## src/rtl/pipe_pkg.sv

```systemverilog
// Constants shared by the pipeline-register stages: bubble instruction,
// control-bundle field offsets, flush counter width and a saturating increment.
package pipe_pkg;

  localparam logic [31:0] PIPE_NOP_INST = 32'h0000_0013;

  localparam int CTRL_MEM_READ  = 0;
  localparam int CTRL_MEM_WRITE = 1;
  localparam int CTRL_MEM_TO_REG = 2;
  localparam int CTRL_REG_WRITE = 3;
  localparam int CTRL_ALU_OP    = 4;
  localparam int CTRL_ALU_SRC   = 6;

  localparam int FLUSH_CNT_W = 16;

  typedef struct packed {
    logic       spare;
    logic       alu_src;
    logic [1:0] alu_op;
    logic       reg_write;
    logic       mem_to_reg;
    logic       mem_write;
    logic       mem_read;
  } ctrl_t;

  function automatic logic [FLUSH_CNT_W-1:0] sat_inc(input logic [FLUSH_CNT_W-1:0] v);
    return (v == {FLUSH_CNT_W{1'b1}}) ? v : v + 1'b1;
  endfunction

endpackage

```

## src/rtl/pipe_slot.sv

```systemverilog
// One storage slot (valid bit + payload); flush beats load beats unload.
// Payload only changes on a load, so a stalled entry stays stable.
module pipe_slot #(
  parameter int                  CTRL_W   = 8,
  parameter int                  PAY_W    = 128,
  parameter int                  INST_W   = 32,
  parameter logic [INST_W-1:0]   RST_INST = '0
) (
  input  logic              clk,
  input  logic              rst,
  input  logic              flush,
  input  logic              load,
  input  logic              unload,
  input  logic [CTRL_W-1:0] ctrl_d,
  input  logic [PAY_W-1:0]  data_d,
  input  logic [INST_W-1:0] inst_d,
  output logic              valid,
  output logic [CTRL_W-1:0] ctrl_q,
  output logic [PAY_W-1:0]  data_q,
  output logic [INST_W-1:0] inst_q
);

  always_ff @(posedge clk or posedge rst) begin
    if (rst) begin
      valid  <= 1'b0;
      ctrl_q <= '0;
      data_q <= '0;
      inst_q <= RST_INST;
    end else begin
      if (flush)       valid <= 1'b0;
      else if (load)   valid <= 1'b1;
      else if (unload) valid <= 1'b0;

      if (load && !flush) begin
        ctrl_q <= ctrl_d;
        data_q <= data_d;
        inst_q <= inst_d;
      end
    end
  end

endmodule

```

## src/rtl/pipe_stage_reg.sv

```systemverilog
// Valid/ready pipeline register, 1-cycle latency; SKID=1 adds a skid slot so
// in_ready_o is a flop, SKID=0 stalls combinationally on out_ready_i.
module pipe_stage_reg import pipe_pkg::*; #(
  parameter int                CTRL_W   = 8,
  parameter int                DATA_W   = 32,
  parameter int                NUM_DATA = 4,
  parameter int                INST_W   = 32,
  parameter logic [INST_W-1:0] NOP_INST = INST_W'(PIPE_NOP_INST),
  parameter bit                SKID     = 1'b1
) (
  input  logic                       clk,
  input  logic                       rst,
  input  logic                       flush_i,
  input  logic                       in_valid_i,
  output logic                       in_ready_o,
  input  logic [CTRL_W-1:0]          ctrl_i,
  input  logic [NUM_DATA*DATA_W-1:0] data_i,
  input  logic [INST_W-1:0]          inst_i,
  output logic                       out_valid_o,
  input  logic                       out_ready_i,
  output logic [CTRL_W-1:0]          ctrl_o,
  output logic [NUM_DATA*DATA_W-1:0] data_o,
  output logic [INST_W-1:0]          inst_o,
  output logic [FLUSH_CNT_W-1:0]     flush_cnt_o
);

  localparam int PAY_W = NUM_DATA * DATA_W;

  logic              main_v, skid_v, accept, drain, main_load;
  logic [CTRL_W-1:0] main_ctrl, ld_ctrl;
  logic [PAY_W-1:0]  main_data, ld_data;
  logic [INST_W-1:0] main_inst, ld_inst;
  logic [FLUSH_CNT_W-1:0] flush_cnt;

  assign accept = in_valid_i && in_ready_o;
  assign drain  = main_v && out_ready_i;

  generate
    if (SKID) begin : g_skid
      logic [CTRL_W-1:0] skid_ctrl;
      logic [PAY_W-1:0]  skid_data;
      logic [INST_W-1:0] skid_inst;

      // Skid is only ever valid while main is valid, so it refills main on drain.
      assign in_ready_o = !skid_v;
      assign main_load  = (!main_v || drain) && (skid_v || accept);
      assign ld_ctrl    = skid_v ? skid_ctrl : ctrl_i;
      assign ld_data    = skid_v ? skid_data : data_i;
      assign ld_inst    = skid_v ? skid_inst : inst_i;

      pipe_slot #(.CTRL_W(CTRL_W), .PAY_W(PAY_W), .INST_W(INST_W), .RST_INST(NOP_INST)) u_skid (
        .clk    (clk),
        .rst    (rst),
        .flush  (flush_i),
        .load   (accept && main_v && !drain),
        .unload (drain),
        .ctrl_d (ctrl_i),
        .data_d (data_i),
        .inst_d (inst_i),
        .valid  (skid_v),
        .ctrl_q (skid_ctrl),
        .data_q (skid_data),
        .inst_q (skid_inst)
      );
    end else begin : g_noskid
      assign in_ready_o = !main_v || out_ready_i;
      assign main_load  = accept;
      assign ld_ctrl    = ctrl_i;
      assign ld_data    = data_i;
      assign ld_inst    = inst_i;
      assign skid_v     = 1'b0;
    end
  endgenerate

  pipe_slot #(.CTRL_W(CTRL_W), .PAY_W(PAY_W), .INST_W(INST_W), .RST_INST(NOP_INST)) u_main (
    .clk    (clk),
    .rst    (rst),
    .flush  (flush_i),
    .load   (main_load),
    .unload (drain),
    .ctrl_d (ld_ctrl),
    .data_d (ld_data),
    .inst_d (ld_inst),
    .valid  (main_v),
    .ctrl_q (main_ctrl),
    .data_q (main_data),
    .inst_q (main_inst)
  );

  always_ff @(posedge clk or posedge rst) begin
    if (rst)                              flush_cnt <= '0;
    else if (flush_i && (main_v || skid_v)) flush_cnt <= sat_inc(flush_cnt);
  end

  assign out_valid_o = main_v;
  assign ctrl_o      = main_v ? main_ctrl : '0;
  assign data_o      = main_v ? main_data : '0;
  assign inst_o      = main_v ? main_inst : NOP_INST;
  assign flush_cnt_o = flush_cnt;

endmodule

```

## config.mk

```make
export PLATFORM = sky130hd
export DESIGN_NAME = pipe_stage_reg
export DESIGN_NICKNAME = d
export VERILOG_FILES = /design/src/rtl/pipe_pkg.sv /design/src/rtl/pipe_slot.sv /design/src/rtl/pipe_stage_reg.sv
export SDC_FILE = /design/constraint.sdc
export NUM_CORES = 1
export LEC_CHECK = 0
export BUFFER_PORTS_ARGS = -buffer_cell sky130_fd_sc_hd__buf_4
export CAP_MARGIN = 20
export CORE_ASPECT_RATIO = 1.75
export CORE_MARGIN = 5
export CORE_UTILIZATION = 49
export DETAILED_ROUTE_END_ITERATION = 10
export GPL_TIMING_DRIVEN = 1
export PLACE_DENSITY = 0.87
export SYNTH_ARGS = -nofsm -noshare
export SYNTH_HDL_FRONTEND = slang
export SYNTH_SLANG_ARGS = --single-unit
```

## constraint.sdc

```tcl
create_clock -name clk -period 11.45 [get_ports clk]
set_clock_uncertainty 0.15 [all_clocks]
set_input_delay 1.7175 -clock clk [delete_from_list [all_inputs] [get_ports clk]]
set_output_delay 1.7175 -clock clk [all_outputs]
set_load 0.005 [all_outputs]
```

==> report_table.html <==
<table>
<tr><th>Metric</th><th>Value</th></tr>
<tr><th colspan="2">CTS</th></tr>
<tr><td>Clock tree from TritonCTS</td><td>done</td></tr>
<tr><td>Worst-path clk slew</td><td>60 ps</td></tr>
<tr><td>Root Driver</td><td>clkbuf_16</td></tr>
<tr><td>Skew-Pair Late Insertion Delay</td><td>510 ps</td></tr>
<tr><td>Post-CTS sizing</td><td>0</td></tr>
<tr><td>Clk sink count</td><td>354</td></tr>
<tr><td>H-tree depth</td><td>2</td></tr>
<tr><td>Number of buffers created by CTS</td><td>34</td></tr>
<tr><td>Maximum count of clock buffers along a single path</td><td>3</td></tr>
<tr><td>Number of buffers added to fix hold violations after cts</td><td>0</td></tr>
<tr><td>Setup Fix Bufs, Post-CTS</td><td>0</td></tr>
<tr><th colspan="2">Power and ir drop</th></tr>
<tr><td>Combinational Power Share</td><td>18.8%</td></tr>
<tr><td>NetSw</td><td>0.000913 W</td></tr>
<tr><td>Cell Int Power</td><td>0.00257 W</td></tr>
<tr><td>Fraction of power spent switching nets</td><td>around a quarter</td></tr>
<tr><td>Clock network fraction of design power</td><td>32.6%</td></tr>
<tr><td>Peak ir drop on the vdd network</td><td>152 uV</td></tr>
<tr><td>Static power due to leakage</td><td>9.00 nW</td></tr>
<tr><td>Post-route total power</td><td>~0.0035 W</td></tr>
<tr><td>Part of the power in registers</td><td>48.6%</td></tr>
<tr><td>Power per Cell Area</td><td>roughly 170 nW/um2</td></tr>
<tr><th colspan="2">Detailed routing</th></tr>
<tr><td>Post-DR wirelength/cell</td><td>18.9 um</td></tr>
<tr><td>Top layer in use</td><td>met4</td></tr>
<tr><td>Met3 routed wirelength</td><td>2.11 mm</td></tr>
<tr><td>DRC violation count after routing</td><td>0</td></tr>
<tr><td>Post-detailed-route count of antenna-violating nets</td><td>0</td></tr>
<tr><td>DR vias</td><td>11400</td></tr>
<tr><td>Wl on met1</td><td>14.4 mm</td></tr>
<tr><td>Detailed Route WL</td><td>approximately 40 mm</td></tr>
<tr><td>Vias per Instance</td><td>5.41</td></tr>
<tr><td>Detailed Route Iter0 Violations</td><td>between 400 and 500</td></tr>
<tr><td>Met2 WL</td><td>around 21 mm</td></tr>
<tr><td>First-pass detailed-route iteration total</td><td>5</td></tr>
<tr><th colspan="2">Timing</th></tr>
<tr><td>Number of endpoints failing setup at the final stage</td><td>0</td></tr>
<tr><td>Min Clock Period, post-route</td><td>4670 ps</td></tr>
<tr><td>Post-route clock period utilization</td><td>40.8%</td></tr>
<tr><td>Setup Total Neg Slack</td><td>0 ps</td></tr>
<tr><td>Max Transition Viols Final</td><td>0</td></tr>
<tr><td>RSZ-0062 raised after global routing</td><td>false</td></tr>
<tr><td>Slew at the pin closest to its max-slew limit</td><td>1120 ps</td></tr>
<tr><td>Number of hold violations in the final report</td><td>0</td></tr>
<tr><td>Highest attainable clock frequency</td><td>between 200 and 250 MHz</td></tr>
<tr><td>Rel. slew slack</td><td>25.4%</td></tr>
<tr><td>Worst path setup slack after routing</td><td>between 6000 and 7000 ps</td></tr>
<tr><th colspan="2">GRT</th></tr>
<tr><td>GRT Resource Usage Total</td><td>21.3%</td></tr>
<tr><td>First-pass GRT wire length</td><td>63.0 mm</td></tr>
<tr><td>Number of antenna violations at the first check in global routing</td><td>5</td></tr>
<tr><td>Vias in the first global route</td><td>11900</td></tr>
<tr><td>Pin count of the biggest net entering global routing</td><td>125</td></tr>
<tr><td>Remaining global-route overflow</td><td>0</td></tr>
<tr><th colspan="2">Floorplanning</th></tr>
<tr><td>Floorplan Core Area</td><td>32100 um2</td></tr>
<tr><td>Width of the chip</td><td>146 um</td></tr>
<tr><td>Initial core utilization</td><td>49.5%</td></tr>
<tr><td>Number of placement rows</td><td>87</td></tr>
<tr><td>Area of the die</td><td>36300 um2</td></tr>
<tr><td>Die span in y</td><td>248 um</td></tr>
<tr><td>Number of top-level pins</td><td>359</td></tr>
<tr><th colspan="2">Worst setup path</th></tr>
<tr><td>Biggest fanout along the worst timing path</td><td>around 110</td></tr>
<tr><td>R2r worst-path depth</td><td>7</td></tr>
<tr><td>Startpoint types</td><td>flip-flop</td></tr>
<tr><td>Setup CP Type</td><td>reg2out</td></tr>
<tr><td>Required time of the critical path</td><td>approximately 9600 ps</td></tr>
<tr><td>FF-to-FF Start</td><td>u_main.valid</td></tr>
<tr><td>R2r endpoint</td><td>u_main.data_q[122]</td></tr>
<tr><td>Setup slack of the worst register-to-register path</td><td>between 7000 and 8000 ps</td></tr>
<tr><td>Kind of end point of the critical path</td><td>output pin</td></tr>
<tr><td>Data arrival at the endpoint of the critical path</td><td>2800 ps</td></tr>
<tr><th colspan="2">Synthesis</th></tr>
<tr><td>Synthesized area per cell</td><td>11.7 um2</td></tr>
<tr><td>Cell types with the largest area share after synthesis</td><td>dfrtp_1, mux2_2, mux2i_1</td></tr>
<tr><td>Post-synth design cell area</td><td>15900 um2</td></tr>
<tr><td>Seq cells post-synth</td><td>roughly 350</td></tr>
<tr><td>Yosys warning count</td><td>0</td></tr>
<tr><td>Total nets after synthesis</td><td>1532</td></tr>
<tr><td>Cell count after synthesis</td><td>1358</td></tr>
<tr><td>Area leader, netlist</td><td>dfrtp_1</td></tr>
<tr><td>Number of distinct library cells after synthesis</td><td>34</td></tr>
<tr><td>Share of Yosys cell area claimed by the top area cell type</td><td>around 55%</td></tr>
<tr><td>Share of synthesized area occupied by flip-flops and latches</td><td>55.8%</td></tr>
<tr><th colspan="2">Placement</th></tr>
<tr><td>Port buffer count</td><td>between 300 and 400</td></tr>
<tr><td>Weighted congestion reported at the end of routability-driven placement</td><td>0.816</td></tr>
<tr><td>Estimated wirelength of the detail-placed design</td><td>27.0 mm</td></tr>
<tr><td>Worst slack at placement</td><td>6750 ps</td></tr>
<tr><th colspan="2">Layout</th></tr>
<tr><td>Post-layout net count</td><td>between 1500 and 2000</td></tr>
<tr><td>Layout cell share with drive strength beyond 1</td><td>36.2%</td></tr>
<tr><td>Sequential cell area</td><td>8870 um2</td></tr>
<tr><td>Area growth syn-to-layout</td><td>26.0%</td></tr>
<tr><td>Multi-input gate area</td><td>6600 um2</td></tr>
<tr><td>Fill count</td><td>between 2000 and 2500</td></tr>
<tr><th colspan="2">Min path</th></tr>
<tr><td>Startpoint of the most critical hold path</td><td>u_main.inst_q[1]</td></tr>
<tr><td>Number of instances on the worst hold path</td><td>2</td></tr>
<tr><td>End point of the most critical hold path</td><td>u_main.inst_q[1]</td></tr>
<tr><td>Min-delay worst type</td><td>reg2reg</td></tr>
<tr><th colspan="2">Outcome</th></tr>
<tr><td>Status</td><td>complete, no violations</td></tr>
<tr><th colspan="2">Flow run</th></tr>
<tr><td>Number of maximum-capacitance violations</td><td>0</td></tr>
</table>
power groups by stage:
| stage | logic, W | clock network, W | registers [W] |
|---|---|---|---|
| 4_1_cts | 0.000664 | 0.00117 | 0.00169 |
| 5_1_grt | 0.000729 | 0.00122 | 0.00173 |
| 3_5_place_dp | 0.000660 | 0 | 0.00171 |
| 2_1_floorplan | 0.000422 | 0 | 0.00166 |
| 6_report | 0.000657 | 0.00114 | 0.00169 |
| 3_3_place_gp | 0.000628 | 0 | 0.00169 |
cell usage after synthesis, drive strengths merged:
master / instances
nor3b: 1
nor3: 5
clkbuf: 18
a2111oi: 2
o21a: 1
inv: 2
xor2: 13
xnor2: 1
a21boi: 1
a41oi: 2
ha: 1
dfstp: 6
and3: 2
nor2b: 1
nand2: 8
and4: 1
dfrtp: 348
mux2i: 168
nor2: 172
a21oi: 174
nand2b: 4
nand3: 6
or3: 1
nor4: 1
nand4: 5
a211oi: 3
mux2: 169
buf: 77
and2: 165
how the worst max path moves through the flow:
stage                       from                        to  slack (ps)  cells past startpoint
floorplan                    rst            flush_cnt_o[0]        4850                      1
global placement     out_ready_i  g_skid.u_skid.data_q[80]        6570                      6
detailed placement       flush_i  g_skid.u_skid.data_q[72]        6750                      7
CTS                 u_main.valid                data_o[35]        6790                      3
global route        u_main.valid                data_o[45]        6660                      3
finish              u_main.valid                data_o[41]        6780                      3
cells in the final DEF, fill, tap and decap left out, drive strengths merged, types with 2 or more instances in the layout:
| cell type | n |
|---|---|
| buf | 376 |
| dfrtp | 348 |
| a21oi | 174 |
| nor2 | 172 |
| mux2 | 169 |
| mux2i | 168 |
| and2 | 165 |
| clkbuf | 50 |
| xor2 | 13 |
| diode | 8 |
| nand2 | 8 |
| dfstp | 6 |
| nand3 | 6 |
| nor3 | 5 |
| nand4 | 5 |
| clkinv | 5 |
| nand2b | 4 |
| clkinvlp | 3 |
| a211oi | 3 |
| a41oi | 2 |
| inv | 2 |
| and3 | 2 |
| a2111oi | 2 |
registers in the layout (all words and copies together), names as in the netlist:
register,count
g_skid.u_skid.ctrl_q,8
u_main.data_q,128
g_skid.u_skid.data_q,128
u_main.valid,1
flush_cnt_o,16
g_skid.u_skid.valid,1
g_skid.u_skid.inst_q,32
u_main.ctrl_q,8
u_main.inst_q,32
metal layers:
layer | track usage [%] | vias to the layer above
met3 | 4.20 | 125
met5 | 0 | -
met4 | 13.1 | 0
met1 | 24.1 | 5635
met2 | 37.0 | 364
li1 | - | 5266
worst max-delay path, cell delays in order (launching register included):
cell and delay, ps:
dfrtp_4 830, buf_4 810, and2_1 300, buf_4 130
final cells by class:
type / count / area share (%)
well taps: 400 / 2.50
inverters: 2 / 0.0562
clock buffers: 50 / 5.27
multi-input cells: 907 / 32.9
repair buffers: 376 / 14.4
diodes: 8 / 0.100
flip-flops and latches: 354 / 44.3
clock inverters: 9 / 0.406
through the flow:
step | hold slack [ps] | utilization (%) | instances | area, um2
detailed placement | 344 | 58.5 | 2036 | 18800
global placement | 335 | 58.5 | 2035 | 18800
CTS | 357 | 62.1 | 2095 | 19900
floorplan | 328 | - | 1358 | 15900
global route | 364 | 62.3 | 2103 | 20000
finish | 354 | 62.4 | 2106 | 20000
cells by family after synthesis:
kind of cell	after synthesis	synth area share [%]
adders and majority gates	1	0.0787
xor gates and xnor gates	14	0.771
and+or+nand+nor	372	11.9
muxes	337	22.5
AOI/OAI and AO/OA	183	6.09
buffers and inverters	97	2.86
DFF	354	55.8
Power figures use the tool's default switching activity.
